[config.mk]
export PLATFORM = sky130hd
export DESIGN_NAME = mem_stream_loader
export DESIGN_NICKNAME = d
export VERILOG_FILES = /design/src/rtl/mem_stream_loader.sv
export SDC_FILE = /design/constraint.sdc
export NUM_CORES = 1
export LEC_CHECK = 0
export CORE_MARGIN = 1.5
export CORE_UTILIZATION = 50
export CTS_CLUSTER_DIAMETER = 50
export DETAILED_ROUTE_END_ITERATION = 8
export PLACE_DENSITY = 0.76
export RECOVER_POWER = 25
export REMOVE_ABC_BUFFERS = 1
export SYNTH_ARGS = -nofsm -noshare
export SYNTH_HDL_FRONTEND = slang
export SYNTH_SLANG_ARGS = --single-unit
[constraint.sdc]
create_clock -name clk -period 1.9 [get_ports clk]
set_input_delay 0.285 -clock clk [delete_from_list [all_inputs] [get_ports clk]]
set_output_delay 0.285 -clock clk [all_outputs]
set_load 0.1 [all_outputs]
[src/rtl/mem_stream_loader.sv]
// Fills a DEPTH x WIDTH table from a valid/ready word stream and streams it back in address order.
// The FSM (IDLE/LOAD/DUMP) is exposed on state_dbg for external checkers.
module mem_stream_loader #(
    parameter int WIDTH  = 3,
    parameter int DEPTH  = 8,
    parameter int ADDR_W = 3
) (
    input  logic              clk,
    input  logic              rst,
    input  logic              start,
    input  logic              dump,
    input  logic              in_valid,
    input  logic [WIDTH-1:0]  in_data,
    output logic              in_ready,
    output logic              out_valid,
    output logic [WIDTH-1:0]  out_data,
    output logic [ADDR_W-1:0] out_addr,
    input  logic              out_ready,
    output logic              busy,
    output logic              load_done,
    output logic              dump_done,
    output logic [ADDR_W:0]   count,
    output logic [1:0]        state_dbg
);

    // Handshakes: a word moves on a rising edge where valid & ready are both high.
    // in_ready depends only on state; out_valid never waits on out_ready.
    typedef enum logic [1:0] {
        IDLE = 2'd0,
        LOAD = 2'd1,
        DUMP = 2'd2
    } state_t;

    localparam logic [ADDR_W-1:0] LAST_ADDR = ADDR_W'(DEPTH - 1);

    state_t             state_q;
    logic [ADDR_W-1:0]  addr_q;
    logic [ADDR_W-1:0]  addr_d;
    logic [ADDR_W:0]    count_q;
    logic [WIDTH-1:0]   mem_q [DEPTH];
    logic               out_valid_q;
    logic [WIDTH-1:0]   out_data_q;
    logic [ADDR_W-1:0]  out_addr_q;
    logic               load_done_q;
    logic               dump_done_q;

    assign addr_d = addr_q + 1'b1;

    always_ff @(posedge clk) begin
        if (rst) begin
            state_q     <= IDLE;
            addr_q      <= '0;
            count_q     <= '0;
            out_valid_q <= 1'b0;
            out_data_q  <= '0;
            out_addr_q  <= '0;
            load_done_q <= 1'b0;
            dump_done_q <= 1'b0;
            for (int i = 0; i < DEPTH; i++) begin
                mem_q[i] <= '0;
            end
        end else begin
            load_done_q <= 1'b0;
            dump_done_q <= 1'b0;
            case (state_q)
                IDLE: begin
                    if (start) begin
                        state_q <= LOAD;
                        addr_q  <= '0;
                        count_q <= '0;
                    end else if (dump) begin
                        // Word 0 is presented in the first DUMP cycle.
                        state_q     <= DUMP;
                        addr_q      <= '0;
                        out_valid_q <= 1'b1;
                        out_data_q  <= mem_q[0];
                        out_addr_q  <= '0;
                    end
                end
                LOAD: begin
                    if (in_valid) begin
                        mem_q[addr_q] <= in_data;
                        addr_q        <= addr_d;
                        count_q       <= count_q + 1'b1;
                        if (addr_q == LAST_ADDR) begin
                            state_q     <= IDLE;
                            load_done_q <= 1'b1;
                        end
                    end
                end
                DUMP: begin
                    if (out_valid_q && out_ready) begin
                        if (addr_q == LAST_ADDR) begin
                            state_q     <= IDLE;
                            addr_q      <= '0;
                            out_valid_q <= 1'b0;
                            dump_done_q <= 1'b1;
                        end else begin
                            addr_q     <= addr_d;
                            out_data_q <= mem_q[addr_d];
                            out_addr_q <= addr_d;
                        end
                    end
                end
                default: state_q <= IDLE;
            endcase
        end
    end

    assign in_ready  = (state_q == LOAD);
    assign busy      = (state_q != IDLE);
    assign out_valid = out_valid_q;
    assign out_data  = out_data_q;
    assign out_addr  = out_addr_q;
    assign load_done = load_done_q;
    assign dump_done = dump_done_q;
    assign count     = count_q;
    assign state_dbg = state_q;

endmodule

==> qor.yml, run 1 <==
fin_crit_ns: 1.85
final_hold_violating_endpoints: 0
yosysSeqAreaShare: 0.504
power.switching_fraction: 0.441
worstSetupPathType: "reg -> reg"
layout_common_cells: "sky130_fd_sc_hd__buf_4 (27), sky130_fd_sc_hd__and2_1 (26), sky130_fd_sc_hd__edfxtp_1 (24)"
fin_crit_sh: 0.975
route.detailed.vias_per_inst: 5.34
endpoint_kind: "register"
power_density_nw_per_um2: 1470
cts_resized: 0
row_count: 23
die_h_um: 68.5
synth-warning-count: 0
clock_insertion_delay_worst_skew_ns: 0.30
async_reset_ff_frac: 0
post-cts-setup-buffer-count: 0
arrival_ns: 2.07
layout_cell_share_with_drive_strength_beyond_1: 0.260
min-delay-path-class: "reg -> reg"
fin_tns_setup_ns: 0
dieWidth_um: 68.5
worst_path_clk_slew_ns: 0.08
synthToLayoutAreaGrowth_pct: 23.9
place.port_buffers: 25
ff2ff_path_depth: 6
layout_commonest_cell: "sky130_fd_sc_hd__buf_4"
synth-main-ff-cell: "sky130_fd_sc_hd__edfxtp_1"
skew_ns: 0.00423
final-max-slew-violation-count: 0
cts_max_level: 2
drt-total-wl_mm: 4.31
detail_route.iter0.violations: 90
detailedRoute.firstPassIterationCount: 4
core-area_um2: 4060
gpl.final_weighted_congestion: 0.795
grt_max_degree: 27
final_critical_path_setup_slack_ns: 0.0483
detail_route.drc_violations: 0
power_switching_uw: 1720
synth_area_um2: 2140
number_of_cts_inserted_buffers: 5
io-pin-count: 26
status: "completed"
grt_pass1_wl_mm: 6.93
fin_hold_ws_ns: 0.455
clk_path_buf_depth: 2
critical-path-slowest-cell: "sky130_fd_sc_hd__or3b_1"
holdPathEnd: "out_addr[1]"
cts_root_buffer: "sky130_fd_sc_hd__clkbuf_8"
worstHoldStart: "out_addr[1]"
cts_tree: "done"
reg2reg_slack_ns: 0.05
clock_sinks: 42
vdd_ir_drop_max_v: 0.000980
grt_antenna_before_repair: 0
route.vias.total: 1558
p_clk_frac: 0.178
n_antenna_cell: 0
grt.overflow.total: 0
seqPwrFrac: 0.286
vias_in_the_first_global_route: 1481
crit-reg2reg-launch: "state_dbg[1]"
synth_enable_flop_cells: 24
cellLeakagePower_uw: 0.00108
setup_violations: 0
endpoint_of_the_lowest_slack_register_to_register_path: "out_data[2]"
synth_cell_types: 38
hpwlAfterDp_mm: 3.19
maxClockFrequency_mhz: 540
floorplan.initialDensity: 0.528
cap_viol_max_count: 0
unrepaired_setup_endpoints_after_global_routing: "yes"
worst-slew-pin-transition_ns: 0.568
worstHoldPathCells: 2
ctsHoldBuffers: 0
cp_cell_sequence: "buf_4, ha_1, or3b_1, o22ai_1, a21oi_1, a211oi_1"
avg_inst_size_synth_um2: 10.7
routed_length_per_placed_instance_um: 14.8
power.share.combinational: 0.536
max_stage_delay_ns: 0.44
power.internal_uw: 2180
grt_usage: 0.205
pre_cts_slack_ns: -0.0225
ant_nets: 0
crit_path_start_kind: "register"
place.detailed.instances: 284
slew_headroom: 0.621
syn-instance-count: 200
yosys_register_bits: 42
crit_path_max_fanout: 8
instances_no_fill: 292
post_layout_nets: 259
dieArea_um2: 4690
cp_data_required_time_ns: 2.12
synth_stat cells (2+ instances only):
cell type | n | area share
sky130_fd_sc_hd__and2_1 | 26 | 0.076
sky130_fd_sc_hd__edfxtp_1 | 24 | 0.34
sky130_fd_sc_hd__dfxtp_1 | 18 | 0.17
sky130_fd_sc_hd__nor2_1 | 16 | 0.028
sky130_fd_sc_hd__nand2_1 | 13 | 0.023
sky130_fd_sc_hd__a21oi_1 | 11 | 0.026
sky130_fd_sc_hd__ha_1 | 9 | 0.053
sky130_fd_sc_hd__or2_2 | 9 | 0.026
sky130_fd_sc_hd__mux2i_1 | 8 | 0.037
sky130_fd_sc_hd__inv_1 | 7 | 0.012
sky130_fd_sc_hd__nand2b_1 | 6 | 0.018
sky130_fd_sc_hd__nand3_1 | 6 | 0.014
sky130_fd_sc_hd__nor2b_1 | 4 | 0.012
sky130_fd_sc_hd__clkbuf_1 | 3 | 0.0053
sky130_fd_sc_hd__mux4_2 | 3 | 0.032
sky130_fd_sc_hd__nand4_1 | 3 | 0.0088
sky130_fd_sc_hd__nor3_1 | 3 | 0.0070
sky130_fd_sc_hd__a2111oi_2 | 2 | 0.014
sky130_fd_sc_hd__a211oi_1 | 2 | 0.0070
sky130_fd_sc_hd__a2bb2oi_1 | 2 | 0.0082
sky130_fd_sc_hd__a31oi_1 | 2 | 0.0058
sky130_fd_sc_hd__buf_2 | 2 | 0.0047
sky130_fd_sc_hd__o211a_1 | 2 | 0.0093
sky130_fd_sc_hd__o21ai_0 | 2 | 0.0047
sky130_fd_sc_hd__o22ai_1 | 2 | 0.0058
sky130_fd_sc_hd__o31ai_1 | 2 | 0.0070
sky130_fd_sc_hd__or3b_1 | 2 | 0.0082
routing by layer:
layer	share of wire	wire length (um)	up-vias	global-route usage
met5	0	0	-	0
met4	0.014	60	0	0.0675
met3	0.034	147	7	0.0395
met2	0.49	2090	27	0.343
met1	0.47	2010	726	0.266
li1	-	-	798	-
per-stage QoR:
| stage | power [uW] | util | instance area [um2] |
|---|---|---|---|
| 6_report | 3890 | 0.655 | 2660 |
| 5_1_grt | 4090 | 0.655 | 2660 |
| 4_1_cts | 3830 | 0.648 | 2630 |
| 3_5_place_dp | 3140 | 0.622 | 2520 |
| 3_3_place_gp | 3110 | 0.622 | 2520 |
| 2_1_floorplan | 2570 | - | 2120 |
worst max-delay path by stage:
stage	from	to	slack [ns]	depth (start not counted)
global placement	in_valid	count[2]	0.008	5
finish	state_dbg[1]	out_data[2]	0.05	6
detailed placement	in_valid	count[2]	-0.02	5
CTS	state_dbg[1]	count[2]	0.03	6
floorplan	state_dbg[0]	count[2]	-1.26	5
global route	state_dbg[1]	out_data[1]	-0.07	6
registers in the layout, summed over array words and instances, names as in the netlist:
signal / cells
load_done: 1
mem_q: 24
dump_done: 1
out_addr: 3
out_data: 3
addr_q: 3
count: 4
out_valid: 1
state_dbg: 2
critical path: cells and delay by family (launching register included):
kind | cells | cell delay, ns
simple gates | 1 | 0.44
compound gates | 3 | 0.43
flops | 1 | 0.37
fa+ha+maj | 1 | 0.38
buf+inv | 1 | 0.15
area by class of cell:
| type | instances | area, um2 |
|---|---|---|
| clock buffers | 5 | 68.8 |
| clock inverters | 3 | 40.0 |
| fillers | 335 | 1400 |
| inverters | 7 | 26.3 |
| multi-input cells | 146 | 1040 |
| flip-flops and latches | 42 | 1080 |
| well taps | 50 | 62.6 |
| repair buffers | 39 | 333 |
kinds of logic (layout without fill, tap and decap cells):
kind of cell,Yosys count,in the layout,synth area share
simple gates,96,96,0.253
flops,42,42,0.504
compound gates,29,29,0.0934
mux,12,12,0.0741
buf+inv,12,54,0.0222
fa+ha+maj,9,9,0.0525
power groups by stage:
stage	combinational (uW)	sequential [uW]	clock (uW)
after CTS	2010	1110	703
after floorplan	1010	1560	0
after global placement	1990	1120	0
after global routing	2230	1130	737
after detailed placement	2010	1130	0
final	2090	1110	693
Note: power is estimated with default switching activity, not from simulation.
==> run 2: changes to the inputs <==
- SLEW_MARGIN: default -> 20
==> results of run 2 <==
No change in the layout: final DEF, timing and power equal those of run 1.
